===== config.mk =====
export PLATFORM = sky130hd
export DESIGN_NAME = control_unit
export DESIGN_NICKNAME = d
export VERILOG_FILES = /design/src/rtl/cpu_pkg.sv /design/src/rtl/ctrl_decode.sv /design/src/rtl/control_unit.sv
export SDC_FILE = /design/constraint.sdc
export NUM_CORES = 1
export LEC_CHECK = 0
export BUFFER_PORTS_ARGS = -buffer_cell sky130_fd_sc_hd__clkbuf_2
export CAP_MARGIN = 15
export CELL_PAD_IN_SITES_DETAIL_PLACEMENT = 1
export CELL_PAD_IN_SITES_GLOBAL_PLACEMENT = 1
export CORE_MARGIN = 4
export CORE_UTILIZATION = 35
export CTS_BUF_LIST = sky130_fd_sc_hd__clkbuf_16
export DETAILED_ROUTE_END_ITERATION = 7
export PLACE_DENSITY_LB_ADDON = 0.15
export SETUP_SLACK_MARGIN = 0.02
export SLEW_MARGIN = 5
export SYNTH_ARGS = -nofsm -noshare
export SYNTH_HDL_FRONTEND = slang
export SYNTH_HIERARCHICAL = 1
export SYNTH_SLANG_ARGS = --single-unit
export TNS_END_PERCENT = 50

===== constraint.sdc =====
create_clock -name clock -period 4.8 [get_ports clock]
set_input_delay 1.2 -clock clock [delete_from_list [all_inputs] [get_ports clock]]
set_output_delay 1.2 -clock clock [all_outputs]
set_load 0.03 [all_outputs]

===== src/rtl/cpu_pkg.sv =====
// cpu_pkg: opcodes, sequencer states, strobe vector and opcode classification
package cpu_pkg;

  localparam logic [4:0] OP_LD   = 5'b00000;
  localparam logic [4:0] OP_LDI  = 5'b00001;
  localparam logic [4:0] OP_ST   = 5'b00010;
  localparam logic [4:0] OP_ADD  = 5'b00011;
  localparam logic [4:0] OP_SUB  = 5'b00100;
  localparam logic [4:0] OP_SHR  = 5'b00101;
  localparam logic [4:0] OP_SHRA = 5'b00110;
  localparam logic [4:0] OP_SHL  = 5'b00111;
  localparam logic [4:0] OP_ROR  = 5'b01000;
  localparam logic [4:0] OP_ROL  = 5'b01001;
  localparam logic [4:0] OP_AND  = 5'b01010;
  localparam logic [4:0] OP_OR   = 5'b01011;
  localparam logic [4:0] OP_ADDI = 5'b01100;
  localparam logic [4:0] OP_ANDI = 5'b01101;
  localparam logic [4:0] OP_ORI  = 5'b01110;
  localparam logic [4:0] OP_MUL  = 5'b01111;
  localparam logic [4:0] OP_DIV  = 5'b10000;
  localparam logic [4:0] OP_NEG  = 5'b10001;
  localparam logic [4:0] OP_NOT  = 5'b10010;
  localparam logic [4:0] OP_IN   = 5'b10110;
  localparam logic [4:0] OP_OUT  = 5'b10111;
  localparam logic [4:0] OP_MFHI = 5'b11000;
  localparam logic [4:0] OP_MFLO = 5'b11001;
  localparam logic [4:0] OP_NOP  = 5'b11010;
  localparam logic [4:0] OP_HALT = 5'b11011;

  typedef enum logic [3:0] {
    S_RST, S_T0, S_T1, S_T2, S_T3, S_T4, S_T5, S_T6, S_T7, S_HALT
  } state_e;

  typedef enum logic [3:0] {
    C_RR, C_UN, C_IMM, C_MD, C_LDI, C_LD, C_ST,
    C_IN, C_OUT, C_MFHI, C_MFLO, C_NOP, C_HALT
  } class_e;

  typedef struct packed {
    logic pci, pco, iri, iro, mari, maro, mdri, mdro;
    logic mem_read, mem_write, hii, hio, loi, loo;
    logic ryi, rzhi, rzli, rzho, rzlo, ipo, opi, csigno;
    logic gra, grb, grc, rin, rout, baout;
  } strobes_t;

  function automatic class_e op_class(input logic [4:0] op);
    case (op)
      OP_LD:   return C_LD;
      OP_LDI:  return C_LDI;
      OP_ST:   return C_ST;
      OP_ADD, OP_SUB, OP_SHR, OP_SHRA, OP_SHL,
      OP_ROR, OP_ROL, OP_AND, OP_OR: return C_RR;
      OP_ADDI, OP_ANDI, OP_ORI: return C_IMM;
      OP_MUL, OP_DIV: return C_MD;
      OP_NEG, OP_NOT: return C_UN;
      OP_IN:   return C_IN;
      OP_OUT:  return C_OUT;
      OP_MFHI: return C_MFHI;
      OP_MFLO: return C_MFLO;
      OP_HALT: return C_HALT;
      default: return C_NOP;
    endcase
  endfunction

  // final execute step of each class; the sequencer returns to T0 after it
  function automatic state_e last_state(input class_e c);
    case (c)
      C_RR, C_IMM, C_LDI: return S_T5;
      C_UN:               return S_T4;
      C_MD:               return S_T6;
      C_LD, C_ST:         return S_T7;
      default:            return S_T3;
    endcase
  endfunction

endpackage


===== src/rtl/ctrl_decode.sv =====
// ctrl_decode: combinational map from sequencer state and opcode to datapath strobes
module ctrl_decode
  import cpu_pkg::*;
(
  input  state_e     state,
  input  logic [4:0] op,
  input  logic       stop,
  output strobes_t   s
);

  class_e cls;

  assign cls = op_class(op);

  // fetch steps are opcode-independent; execute steps follow the opcode class
  always_comb begin
    s = '0;
    case (state)
      S_T0: begin s.pco = !stop; s.mari = !stop; end
      S_T1: begin s.mem_read = 1'b1; s.mdri = 1'b1; s.pci = 1'b1; end
      S_T2: begin s.mdro = 1'b1; s.iri = 1'b1; end
      S_T3:
        case (cls)
          C_RR, C_IMM:       begin s.grb = 1'b1; s.rout = 1'b1; s.ryi = 1'b1; end
          C_LDI, C_LD, C_ST: begin s.grb = 1'b1; s.baout = 1'b1; s.ryi = 1'b1; end
          C_MD:              begin s.gra = 1'b1; s.rout = 1'b1; s.ryi = 1'b1; end
          C_UN:              begin s.grb = 1'b1; s.rout = 1'b1; s.rzli = 1'b1; end
          C_IN:              begin s.ipo = 1'b1; s.gra = 1'b1; s.rin = 1'b1; end
          C_OUT:             begin s.gra = 1'b1; s.rout = 1'b1; s.opi = 1'b1; end
          C_MFHI:            begin s.hio = 1'b1; s.gra = 1'b1; s.rin = 1'b1; end
          C_MFLO:            begin s.loo = 1'b1; s.gra = 1'b1; s.rin = 1'b1; end
          default: ;
        endcase
      S_T4:
        case (cls)
          C_RR:                     begin s.grc = 1'b1; s.rout = 1'b1; s.rzli = 1'b1; end
          C_UN:                     begin s.rzlo = 1'b1; s.gra = 1'b1; s.rin = 1'b1; end
          C_IMM, C_LDI, C_LD, C_ST: begin s.csigno = 1'b1; s.rzli = 1'b1; end
          C_MD: begin s.grb = 1'b1; s.rout = 1'b1; s.rzhi = 1'b1; s.rzli = 1'b1; end
          default: ;
        endcase
      S_T5:
        case (cls)
          C_RR, C_IMM, C_LDI: begin s.rzlo = 1'b1; s.gra = 1'b1; s.rin = 1'b1; end
          C_MD:               begin s.rzlo = 1'b1; s.loi = 1'b1; end
          C_LD, C_ST:         begin s.rzlo = 1'b1; s.mari = 1'b1; end
          default: ;
        endcase
      S_T6:
        case (cls)
          C_MD: begin s.rzho = 1'b1; s.hii = 1'b1; end
          C_LD: begin s.mem_read = 1'b1; s.mdri = 1'b1; end
          C_ST: begin s.gra = 1'b1; s.rout = 1'b1; s.mdri = 1'b1; end
          default: ;
        endcase
      S_T7:
        case (cls)
          C_LD: begin s.mdro = 1'b1; s.gra = 1'b1; s.rin = 1'b1; end
          C_ST: s.mem_write = 1'b1;
          default: ;
        endcase
      default: ;
    endcase
  end

endmodule


===== src/rtl/control_unit.sv =====
// control_unit: multi-cycle fetch/execute sequencer and PC increment for the datapath
module control_unit
  import cpu_pkg::*;
#(
  parameter logic [31:0] PC_RESET = 32'h0
) (
  input  logic        clock,
  input  logic        clear,
  input  logic [31:0] ir,
  input  logic        stop,
  output logic [31:0] pc_immediate,
  output logic        run,
  output logic        pci, pco, iri, iro,
  output logic        mari, maro, mdri, mdro,
  output logic        mem_read, mem_write,
  output logic        hii, hio, loi, loo,
  output logic        ryi, ryo, rzhi, rzli, rzho, rzlo, rzo,
  output logic        ipi, ipo, opi,
  output logic        csigno,
  output logic        gra, grb, grc, rin, rout, baout
);

  state_e      state_q, state_d;
  logic [31:0] pc_q, pc_d;
  strobes_t    s;
  class_e      cls;
  logic        unused_ir;

  assign cls          = op_class(ir[31:27]);
  assign unused_ir    = ^ir[26:0];
  assign pc_immediate = pc_q + 32'd1;
  assign run          = state_q != S_HALT;

  // step through fetch, then the class-specific execute steps; halt parks until clear
  always_comb begin
    state_d = state_q;
    pc_d    = pc_q;
    case (state_q)
      S_RST:  state_d = S_T0;
      S_T0:   state_d = stop ? S_T0 : S_T1;
      S_T1:   begin state_d = S_T2; pc_d = pc_immediate; end
      S_T2:   state_d = S_T3;
      S_HALT: state_d = S_HALT;
      default:
        state_d = (cls == C_HALT)                ? S_HALT :
                  (state_q == last_state(cls))   ? S_T0   :
                  state_e'(state_q + 4'd1);
    endcase
  end

  // state and PC registers with synchronous clear
  always_ff @(posedge clock) begin
    if (clear) begin
      state_q <= S_RST;
      pc_q    <= PC_RESET;
    end else begin
      state_q <= state_d;
      pc_q    <= pc_d;
    end
  end

  ctrl_decode u_decode (
    .state (state_q),
    .op    (ir[31:27]),
    .stop  (stop),
    .s     (s)
  );

  assign {pci, pco, iri, iro, mari, maro, mdri, mdro} =
         {s.pci, s.pco, s.iri, s.iro, s.mari, s.maro, s.mdri, s.mdro};
  assign {mem_read, mem_write, hii, hio, loi, loo} =
         {s.mem_read, s.mem_write, s.hii, s.hio, s.loi, s.loo};
  assign {ryi, rzhi, rzli, rzho, rzlo, ipo, opi, csigno} =
         {s.ryi, s.rzhi, s.rzli, s.rzho, s.rzlo, s.ipo, s.opi, s.csigno};
  assign {gra, grb, grc, rin, rout, baout} =
         {s.gra, s.grb, s.grc, s.rin, s.rout, s.baout};
  assign ryo = 1'b0;
  assign rzo = 1'b0;
  assign ipi = 1'b1;

endmodule


* After elaboration in Yosys (flattened, before gate mapping)
Memories as Yosys holds them, arrays and structs flattened. Cells that the tools add are included. W data, S select, Z words.
Storage, ports and cells: bits in registers 36, memory bits (read-only) 256, input bits 35, output and inout port bits 64, word-level logic and storage cells 99, memories 2
Memories:
- (name not given) | depth 32, width 4, rd ports 1, clocked after Yosys merged registers in 0, wr ports 0, RTL line cpu_pkg.sv:47 | case (op)
- (name not given) | depth 32, width 4, rd ports 1, clocked after Yosys merged registers in 0, wr ports 0, RTL line cpu_pkg.sv:47
Cells by class: add/sub/neg operators 2, eq/ne operators 28, mux-type cells 48, reductions and logical operators 17
Operators by type and width (number):
- $eq A4 B3 Y1 const B | 11
- $add A32 B1 Y32 const B | 1
- $mux W1 | 30
- $eq A4 B2 Y1 const B | 6
- $eq A4 B4 Y1 const B | 6
- $pmux W4 S5 | 1
- $pmux W4 S4 | 1
- $reduce_or A5 Y1 | 3
- $pmux W1 S2 | 7
- $eq A4 B1 Y1 const B | 3
- $logic_not A4 Y1 | 3
- $mux W4 | 3
- $reduce_or A3 Y1 | 4
- $reduce_or A6 Y1 | 2
- $mux W2 | 3
- $reduce_or A2 Y1 | 3
- $pmux W1 S5 | 1
- $add A4 B1 Y4 const B | 1
- $eq A4 B4 Y1 | 1
- $ne A4 B4 Y1 const B | 1
- $pmux W1 S4 | 1
- $reduce_or A4 Y1 | 1
- $pmux W1 S3 | 1
- $logic_not A1 Y1 | 1

* Logic depth before layout (Yosys ltp)
Gate-level depths: netlist of the first run. An unclocked memory read counts as a cell.
word-level depth 9, gate-level depth with buffers 10, gate-level depth less buffers 9

* Modules after synthesis
The synthesis of the first run kept the hierarchy.
By module, submodules not included:
- control_unit | instances 1, cells an instance 320, area each 2546.2 um^2, seq. area each 720.7 um^2
- ctrl_decode | instances 1, cells an instance 114, area each 704.4 um^2, seq. area each 0.0 um^2

* Least setup slack after synthesis of the first run
No wires, ideal clock.
path kind input to output, start input port ir[27], end output port rin, data arrival time 3439 ps, data required time 3600 ps, setup slack 161 ps, stages 7, path buffers 0, path through ha_1 or4_4 nand3_1 nand3_1 nor3_1 nor3_1 o21ai_0
On the way: longest elaborated chain between the ends 5, elaborated cells on any way between the ends 16, classes of those cells eq/ne: 7; mux: 5; reduce/logical: 3; memory: 1
Ends and longest elaborated chain:
- from (decl) | RTL line control_unit.sv:9 | input logic [31:0] ir,
- $mem_v2 Z32 W4 *
- $eq A4 B2 Y1 (tied with other cells) | RTL line ctrl_decode.sv:43 | case (cls)
- $reduce_or A3 Y1, on equally long branches
- $mux W1, on equally long branches | RTL line ctrl_decode.sv:43, ctrl_decode.sv:23
- $pmux W1 S4 * | RTL line ctrl_decode.sv:18 | case (state)
- to (decl) | RTL line control_unit.sv:20 | output logic gra, grb, grc, rin, rout, baout
Mark *: on every way between the ends. The rest lies on a longest branch, timed or not.

* Worst setup path in the final report of the first run
start input port ir[28], end output port gra
On the way: longest elaborated chain between the ends 5, elaborated cells on any way between the ends 20, classes of those cells eq/ne: 10; mux: 6; reduce/logical: 3; memory: 1
Ends and longest elaborated chain:
- $mem_v2 Z32 W4 *
- $eq A4 B3 Y1 (tied with other cells) | RTL line ctrl_decode.sv:23 | case (cls)
- $reduce_or A5 Y1 (no line) / $reduce_or A3 Y1 (equally long branches)
- $mux W1, on equally long branches | RTL line ctrl_decode.sv:23, ctrl_decode.sv:43
- $pmux W1 S5 * | RTL line ctrl_decode.sv:18
- to (decl) | RTL line control_unit.sv:20
Marks and branches as above.

==> impl_results.md, run 1 <==
- Distinct cell type count after synthesis: 61
- Startpoint kind of the worst setup timing path: input port
- Wire length of the first global-routing pass: 15500 µm
- Die width: roughly 100 µm
- Result of the run: complete, no violations
- Total number of vias: 3201
- Maximum number of pins on one net before global-route repair: 39
- Final number of setup-violating endpoints: 0
- H-tree Lvls: 2
- Min-Delay Endpoint: pc_q[31]$_SDFFE_PP0P_
- Total power consumption of the routed design: approximately 1000 µW
- Final count of pins violating max slew: 0
- Via count of the first global-routing pass: between 3000 and 4000
- Clock Sinks: 36
- Cell area after synthesis: 3250 µm²
- Input/output buffers: 66
- Share of cells above drive strength 1: 21.2%
- # placed instances: about 590
- Initial DRC count: 82
- Top cell type by total area after synthesis: dfxtp_1
- Clock tree from TritonCTS: built
- Die ar.: about 11000 µm²
- Layout overhead on the synthesized area: 14.8%
- Highest net fanout along the worst path: 8
- Nets: 531
- Top-area cell type share of the netlist area: 22.2%
- Count of endpoints failing hold in the final timing report: 0
- Vias per Instance: 5.39
- Critical Path AT: 3.45 ns
- Min-delay worst type: reg2reg
- Tightest slew margin relative to the limit: 43.8%
- Number of synthesized register bits: 36
- Die Span Y: 104 µm
- Setup fix buffers added after clock tree synthesis: 0
- Number of synthesized flops with an enable pin: 0
- Yosys Warn Count: 6
- Critical path class: in2out
- Tot GR Track Use: 16.5%
- Worst reg2reg setup slack: 2.37 ns
- Peak supply drop: 0.000123 V
- Required time of the critical path: 3.60 ns
- Final worst path period share: between 90% and 100%
- Clock period minus final worst setup slack: 4.65 ns
- Std cell rows: 34
- Hold slack final: 0.511 ns
- Post-synthesis sequential area ratio: approximately 22%
- Max Clock Skew: 0.00416 ns
- Commonest cells in the netlist: 54 x nor2_1, 39 x nand2_1, 36 x dfxtp_1
- R2R Path Start: pc_q[15]$_SDFFE_PP0P_
- Reg2reg end: pc_q[31]$_SDFFE_PP0P_
- Most repeated cell in the gate-level netlist after synthesis: nor2_1
- Async S/R FF share, synth: 0%
- Number of cells produced by synthesis: 434
- Total leakage power: 0.00149 µW
- Residual DRC count: 0
- Worst setup EP type: primary output
- PostCTS Resize Cnt: 0
- P per Cell Area: between 200 and 300 nW/µm²
- Antenna violation net count after detailed routing: 0
- Number of antenna violations at the first check in global routing: 0
- Most used flip-flop cell after synthesis: dfxtp_1
- Routed wirelength normalized by instance count: 15.1 µm
- Non-filler cells, final: about 600
- Placer's final routability congestion estimate: 0.777
- Starting utilization of the core area: between 30 and 40%
- Avg Inst Size Synth: roughly 7.5 µm²
- Clock tree buffer depth: 2
- Maximum clock rate: 215 MHz
- HPWL after DPL: about 6700 µm
- Clk Tree Root Cell: clkbuf_16
- Io pins: 99
- Worst skew pair latency: between 0.2 and 0.3 ns
- Number of violations of the max-capacitance limit: 0
- Count of antenna diodes in the layout: 0
- Synth top area cells: dfxtp_1 22%, xnor2_1 7.5%, xor2_1 7.0%
- CTS buffer count: 5
- Actual slew at the worst max-slew pin: approximately 0.84 ns
- Standard cell core area: 8890 µm²
- Hold-fix buffers at CTS: 0
- Worst Reg-to-Reg Cells: 6
- Hold Path Depth: 2
- Total Negative Setup Slacks: 0 ns
- Clk pin slew, worst setup/hold paths: around 0.050 ns
- Drt pass-1 iters: 4
- Remaining global-route overflow: 0
- Routed wire length: 8990 µm
- Unrepaired setup endpoints after global routing: false
- Launch point of the worst hold path: pc_q[31]$_SDFFE_PP0P_
routing by layer:
metal  track usage, %  part of all wire (%)
met1             23.2                    51
met2             26.6                    45
met3             3.10                   4.0
met4             2.56                  0.62
met5                0                     0
power breakdown:
part	total, µW	switching, µW	internal (µW)
Clock	306	119	187
Sequential	350	37.9	312
Combinational	379	255	124
Total	1030	413	622
kinds of logic (layout without fill, tap and decap cells):
family / after synthesis / count (layout) / synth area share [%]
adder cells (fa/ha/maj): 11 / 11 / 4.23
AND/OR/NAND/NOR: 208 / 208 / 33.5
flip-flops: 36 / 36 / 22.2
other: 3 / 5 / 0.346
buffers and inverters: 42 / 92 / 6.85
multiplexers: 3 / 3 / 1.04
AO/OA/AOI/OAI: 77 / 77 / 17.3
XOR/XNOR: 54 / 54 / 14.5
per-stage QoR:
stage / util [%] / setup slack [ns] / instance area [µm²]
3_3_place_gp: 40.4 / 0.229 / 3590
6_report: 42.0 / 0.150 / 3730
3_5_place_dp: 40.4 / 0.202 / 3590
2_1_floorplan: - / 0.161 / 3260
4_1_cts: 42.0 / 0.183 / 3730
5_1_grt: 42.0 / 0.0238 / 3730
final cells by class:
class                           count  area, µm²
Sequential cell                    36        721
Multi-Input combinational cell    358       2310
Clock inverter                      3       11.3
Timing Repair Buffer               73        383
Tap cell                          108        135
Clock buffer                        5        125
Fill cell                        1145       5160
Inverter                           11       41.3
flip-flops by register name (all words and copies together), names as in the netlist:
name	flops
pc_q	32
state_q	4
layout by cell type, fill, tap and decap left out, types with 9 or more instances in the layout:
cell type  Yosys  final
clkbuf_2       0     66
nor2_1        54     54
nand2_1       39     39
dfxtp_1       36     36
xnor2_1       28     28
nand3_1       27     27
xor2_1        26     26
o21ai_0       19     19
a21oi_1       18     18
inv_1         11     13
or3_1         13     13
nand4_1       11     11
ha_1          11     11
and3_1        10     10
and2_1         9      9
how the worst max path moves through the flow:
stage	slack [ns]	from	cells after the start	endpoint
floorplan	0.16	ir[27]	7	rin
global placement	0.23	ir[28]	9	gra
detailed placement	0.20	ir[28]	9	gra
CTS	0.18	ir[28]	9	gra
global route	0.02	ir[27]	10	rin
finish	0.15	ir[28]	9	gra
worst max-delay path, cell delays in order:
cell	delay, ns
clkbuf_2	0.17
ha_1	0.26
or4_4	0.54
and3_1	0.26
a211o_1	0.26
a221oi_2	0.27
nor3_1	0.13
o311ai_1	0.11
clkbuf_2	0.25
(Power assumes the default switching activity.)
==> run 2, diff against run 1 <==
--- a/config.mk
+++ b/config.mk
@@ -10,7 +10,7 @@
 export CELL_PAD_IN_SITES_DETAIL_PLACEMENT = 1
 export CELL_PAD_IN_SITES_GLOBAL_PLACEMENT = 1
 export CORE_MARGIN = 4
-export CORE_UTILIZATION = 35
+export CORE_UTILIZATION = 34
 export CTS_BUF_LIST = sky130_fd_sc_hd__clkbuf_16
 export DETAILED_ROUTE_END_ITERATION = 7
 export PLACE_DENSITY_LB_ADDON = 0.15
==> constraint.sdc (replaced) <==
create_clock -name clock -period 4 [get_ports clock]
set_input_delay 1 -clock clock [delete_from_list [all_inputs] [get_ports clock]]
set_output_delay 1 -clock clock [all_outputs]
set_load 0.03 [all_outputs]
==> run 2 against run 1 <==
Compared with the run above:
- total power rose by 23%
- die area rose by 2.7%
- setup slack got worse by 0.066 ns
- via count rose by 1.7%
- combinational power rose by 31%
- sequential share of layout area fell by 0.88 points
- clock-buffer cell count did not move
- first-iteration DRC count rose by 8.5%
- hold slack got worse by 0.014 ns
- largest power group unchanged
- highest routed layer unchanged
==> impl_results.md, run 2 (synthesis results as in run 1) <==
- Most common library cell in the layout ignoring fill and taps: clkbuf_2
- Required time of the critical path: roughly 3.0 ns
- Count of endpoints failing hold in the final timing report: 0
- Number of violations of the max-capacitance limit: 0
- Startpoint kind of the worst setup timing path: input port
- Maximum clock rate: around 260 MHz
- Total leakage power: 0.00156 µW
- Min-delay worst type: reg2reg
- Die width: 106 µm
- Non-filler cells, final: 628
- Remaining global-route overflow: 0
- Critical path class: in2out
- Tightest slew margin relative to the limit: 44.3%
- # placed instances: between 600 and 700
- Hold slack final: just under 0.5 ns
- Die ar.: 11200 µm²
- Fill cells: between 1000 and 1500
- Maximum number of pins on one net before global-route repair: 39
- Critical Path AT: 2.92 ns
- Result of the run: complete, no violations
- Max incr delay on CP: 0.52 ns
- Starting utilization of the core area: 35.0%
- Routed wirelength normalized by instance count: 14.1 µm
- Fraction of met1 tracks used by global routing: between 20% and 30%
- Number of antenna violations at the first check in global routing: 0
- Via count of the first global-routing pass: 3177
- Clock tree buffer depth: 2
- Total Negative Setup Slacks: 0 ns
- Final Util: 42.1%
- Clk pin slew, worst setup/hold paths: 0.05 ns
- Slowest stage cell, crit path: or4_4
- Setup fix buffers added after clock tree synthesis: 0
- Clock tree from TritonCTS: built
- Clk Tree Root Cell: clkbuf_16
- Met2 track demand over resource: around a quarter
- Tot GR Track Use: 15.7%
- Buffering stage count on the worst path with inverters included: 2
- Highest net fanout along the worst path: 5
- Initial DRC count: slightly below 90
- Layout overhead on the synthesized area: 20.3%
- Area post-placement: 3730 µm²
- Final number of setup-violating endpoints: 0
- Sequential cell area: approximately 700 µm²
- Area of combinational cells with multiple inputs: 2360 µm²
- Die Span Y: between 100 and 150 µm
- Register with the most flip-flops: pc_q
- Total number of vias: about 3300
- Final worst path period share: a little over nine tenths
- Nets: 545
- Clock period minus final worst setup slack: 3.92 ns
- Routed wire length: 8860 µm
- P per Cell Area: approximately 330 nW/µm²
- Standard cell core area: a little over 9000 µm²
- Critical-path cell list: clkbuf_2 -> ha_2 -> or4_4 -> and3_4 -> a211o_1 -> a221oi_2 -> nor3_2 -> o311ai_1 -> buf_4
- Non-Filler Cell Area, Final: 3910 µm²
- Most heavily used metal layer in global routing: met2
- Actual slew at the worst max-slew pin: approximately 0.84 ns
- Worst setup EP type: primary output
- Input/output buffers: 66
- H-tree Lvls: 2
- Io pins: 99
- Clock Sinks: 36
- Vias per Instance: 5.19
- Residual DRC count: 0
- Antenna violation net count after detailed routing: 0
- Max Clock Skew: between 0.003 and 0.004 ns
- Global routing usage on met3: under 10%
- CTS buffer count: 5
- Unrepaired setup endpoints after global routing: true
- Largest delay share family, worst path: simple AND/OR/NAND/NOR gates
- Count of antenna diodes in the layout: 0
- Number of flip-flops under the largest register name: 32
- Share of cells above drive strength 1: 25.7%
- Hold-fix buffers at CTS: 0
- Wire length of the first global-routing pass: 15000 µm
- Placer's final routability congestion estimate: 0.762
- Drt pass-1 iters: 4
- Std cell rows: 35
- HPWL after DPL: 6820 µm
- Most used cells in the layout excluding fill and tap cells: 61 x clkbuf_2, 52 x nor2_1, 39 x nand2_1
- Peak supply drop: 0.000145 V
- Final count of pins violating max slew: 0
- Largest registers: pc_q (32), state_q (4)
- Worst skew pair latency: 0.27 ns
==> run 2: cell types whose count changed in the layout (fill, tap and decap cells not counted), moves of 2 or more <==
cell	previous run	this run
nor3_2	4	6
o21ai_0	19	17
clkbuf_2	66	61
and3_4	1	3
buf_4	7	24
buf_2	0	2
and3_1	10	8
nor2_1	54	52
inv_1	13	11
nor2_2	0	2
nor3_1	7	5
==> run 2: worst paths after layout <==
kind                         startpoint                     to  slack (ns)  depth (start not counted)
hold / removal    pc_q[31]$_SDFFE_PP0P_  pc_q[31]$_SDFFE_PP0P_        0.50                          2
hold reg to reg   pc_q[31]$_SDFFE_PP0P_  pc_q[31]$_SDFFE_PP0P_        0.50                          2
setup / recovery                 ir[27]                    gra        0.08                          9
setup reg to reg  pc_q[15]$_SDFFE_PP0P_  pc_q[31]$_SDFFE_PP0P_        1.52                          6
==> run 2: final cells by class <==
class | count | area share [%]
Multi-Input combinational cell | 358 | 60.3
Tap cell | 129 | 4.13
Sequential cell | 36 | 18.4
Clock inverter | 2 | 0.192
Inverter | 11 | 1.06
Timing Repair Buffer | 87 | 12.7
Clock buffer | 5 | 3.20
==> run 2: per-stage QoR <==
| step | total power [µW] | setup WS (ns) |
|---|---|---|
| 3_5_place_dp | 911 | -0.0929 |
| 2_1_floorplan | 776 | -0.0109 |
| 6_report | 1270 | 0.0840 |
| 5_1_grt | 1360 | 0.00245 |
| 4_1_cts | 1290 | 0.0243 |
| 3_3_place_gp | 899 | -0.0661 |
==> run 2: power breakdown <==
part | switching [µW] | leakage (µW) | internal [µW]
registers | 40.1 | 0.000291 | 374
clock network | 140 | 0.0000648 | 223
logic | 325 | 0.00121 | 172
==> run 2: worst register-to-register path, cell delays in order, from the launching register on <==
cell     delay [ns]
dfxtp_1        0.44
nand4_1        0.26
nor3_2         0.41
nor3b_2        0.50
nand4_1        0.26
or3_1          0.40
a21oi_1        0.14
==> run 2: what timing repair did <==
action / CTS / global route
endpoints found under the setup margin: 5 / 14
resized for setup: 11 / 12
pin swaps: 3 / 3
==> run 2: metal layers <==
metal / part of all wire (%) / wire (µm)
met1: 50 / 4410
met2: 47 / 4120
met3: 3.3 / 289
met4: 0.37 / 33
met5: 0 / 0
==> run 3, diff against run 2 <==
--- a/config.mk
+++ b/config.mk
@@ -10,7 +10,7 @@
 export CELL_PAD_IN_SITES_DETAIL_PLACEMENT = 1
 export CELL_PAD_IN_SITES_GLOBAL_PLACEMENT = 1
 export CORE_MARGIN = 4
-export CORE_UTILIZATION = 34
+export CORE_UTILIZATION = 35
 export CTS_BUF_LIST = sky130_fd_sc_hd__clkbuf_16
 export DETAILED_ROUTE_END_ITERATION = 7
 export PLACE_DENSITY_LB_ADDON = 0.15
==> constraint.sdc (replaced) <==
create_clock -name clock -period 4.04 [get_ports clock]
set_input_delay 1.01 -clock clock [delete_from_list [all_inputs] [get_ports clock]]
set_output_delay 1.01 -clock clock [all_outputs]
set_load 0.03 [all_outputs]
==> run 3 against run 2 <==
Compared with the run above:
- core utilization is 2.0 points higher
- critical path depth is 1 higher
- total power is 1.2% lower
- largest power group unchanged
- highest routed layer unchanged
==> impl_results.md, run 3 (synthesis results as in run 1) <==
- Result of the run: complete, no violations
- Clk pin slew, worst setup/hold paths: 0.06 ns
- Count of endpoints failing hold in the final timing report: 0
- Layout overhead on the synthesized area: 20.7%
- P per Cell Area: 321 nW/µm²
- Std cell rows: 34
- Worst setup EP type: primary output
- Antenna violation net count after detailed routing: 0
- Input/output buffers: 66
- Hold-fix buffers at CTS: 0
- Die ar.: 10900 µm²
- Final Util: 44.1%
- Remaining global-route overflow: 0
- Critical Path AT: 2.94 ns
- HPWL after DPL: 6830 µm
- Required time of the critical path: 3.03 ns
- Via count of the first global-routing pass: around 3200
- Critical path class: in2out
- Final count of pins violating max slew: 0
- Highest net fanout along the worst path: 3
- Maximum number of pins on one net before global-route repair: 39
- Clk Tree Root Cell: clkbuf_16
- Unrepaired setup endpoints after global routing: false
- Starting utilization of the core area: 36.6%
- Die Span Y: 104 µm
- Most used cells in the layout excluding fill and tap cells: 59 x clkbuf_2, 52 x nor2_1, 39 x nand2_1
- H-tree Lvls: 2
- Slowest stage cell, crit path: or4_4
- Min-delay worst type: reg2reg
- Initial DRC count: 54
- Peak supply drop: 0.000264 V
- Clock tree from TritonCTS: built
- Largest delay share family, worst path: simple AND/OR/NAND/NOR gates
- Share of cells above drive strength 1: roughly a quarter
- Io pins: 99
- Routed wirelength normalized by instance count: 14.9 µm
- Worst skew pair latency: 0.27 ns
- Buffering stage count on the worst path with inverters included: 3
- Number of flip-flops under the largest register name: 32
- Routed wire length: 9020 µm
- Actual slew at the worst max-slew pin: ~0.83 ns
- Tot GR Track Use: 16.5%
- CTS buffer count: 5
- Most common library cell in the layout ignoring fill and taps: clkbuf_2
- Total power consumption of the routed design: 1260 µW
- Count of antenna diodes in the layout: 0
- Clock tree buffer depth: 2
- Startpoint kind of the worst setup timing path: input port
- Sequential cell area: 721 µm²
- Clock period minus final worst setup slack: 3.95 ns
- Die width: between 100 and 150 µm
- Max incr delay on CP: around 0.48 ns
- Number of violations of the max-capacitance limit: 0
- Max Clock Skew: 0.00774 ns
- Residual DRC count: 0
- Drt pass-1 iters: 4
- Standard cell core area: 8890 µm²
- Placer's final routability congestion estimate: 0.762
- Tightest slew margin relative to the limit: 44.8%
- Critical-path cell list: buf_6 -> ha_4 -> or4_4 -> and3_4 -> buf_12 -> nor2_1 -> nand2_1 -> mux2_2 -> o32ai_1 -> buf_4
- Maximum clock rate: 253 MHz
- Number of antenna violations at the first check in global routing: 0
- Total leakage power: ~0.0016 µW
- Total number of vias: 3273
- Largest registers: pc_q (32), state_q (4)
- Nets: roughly 540
- Area of combinational cells with multiple inputs: 2390 µm²
- Fill cells: approximately 1100
- Wire length of the first global-routing pass: approximately 16000 µm
- Vias per Instance: 5.42
- Clock Sinks: 36
- Final worst path period share: approximately 98%
- Final number of setup-violating endpoints: 0
- Register with the most flip-flops: pc_q
[run 3: metrics by stage]
stage / setup slack, ns / hold slack, ns / std cells / setup TNS (ns) / instance area (µm²)
6_report: 0.0945 / 0.505 / 604 / 0 / 3930
3_5_place_dp: -0.0816 / 0.496 / 595 / -0.242 / 3670
3_3_place_gp: -0.0338 / 0.480 / 595 / -0.0338 / 3670
4_1_cts: 0.0220 / 0.504 / 602 / 0 / 3830
2_1_floorplan: 0.00910 / 0.462 / 436 / 0 / 3260
5_1_grt: 0.0283 / 0.534 / 604 / 0 / 3930
[run 3: where the power goes]
group | switching, µW | total (µW) | internal, µW
clock | 135 | 356 | 221
combinational | 317 | 486 | 169
sequential | 45.9 | 416 | 371
[run 3: worst register-to-register path, cell delays in order, from the launching register on]
cell and delay, ns:
dfxtp_1 0.59, inv_1 0.18, ha_1 0.29, or3_1 0.40, a21oi_1 0.24, o32ai_2 0.18, nor4b_1 0.33, o31ai_1 0.13
nand3_1 0.10
[run 3: final timing paths]
path / startpoint / endpoint / slack, ns / depth (start not counted)
setup / recovery: ir[28] / rout / 0.09 / 10
hold / removal: pc_q[1]$_SDFFE_PP0P_ / pc_q[1]$_SDFFE_PP0P_ / 0.50 / 2
setup reg to reg: state_q[0]$_SDFF_PP0_ / state_q[2]$_SDFF_PP0_ / 1.56 / 8
hold reg to reg: pc_q[1]$_SDFFE_PP0P_ / pc_q[1]$_SDFFE_PP0P_ / 0.50 / 2
[run 3: per-layer routing]
metal	vias to the layer above	wire length, µm	track usage (%)	part of all wire, %
met2	49	4180	26.4	46
li1	1638	-	-	-
met5	-	0	0	0
met3	4	295	3.04	3.3
met4	0	35	1.42	0.39
met1	1582	4510	23.8	50
[run 3: layout make-up]
class / count / share of cell area, %
timing repair buffer: 84 / 12.8
clock buffer: 5 / 3.19
inverter: 11 / 1.05
sequential: 36 / 18.4
multi-input combinational: 358 / 61.0
tap: 108 / 3.44
clock inverter: 2 / 0.223
[run 3: timing repair]
item                       in CTS  in global routing
setup buffers                   0                  2
setup endpoints to repair       7                 12
gates resized for setup        11                 23
pin swaps                       3                  7
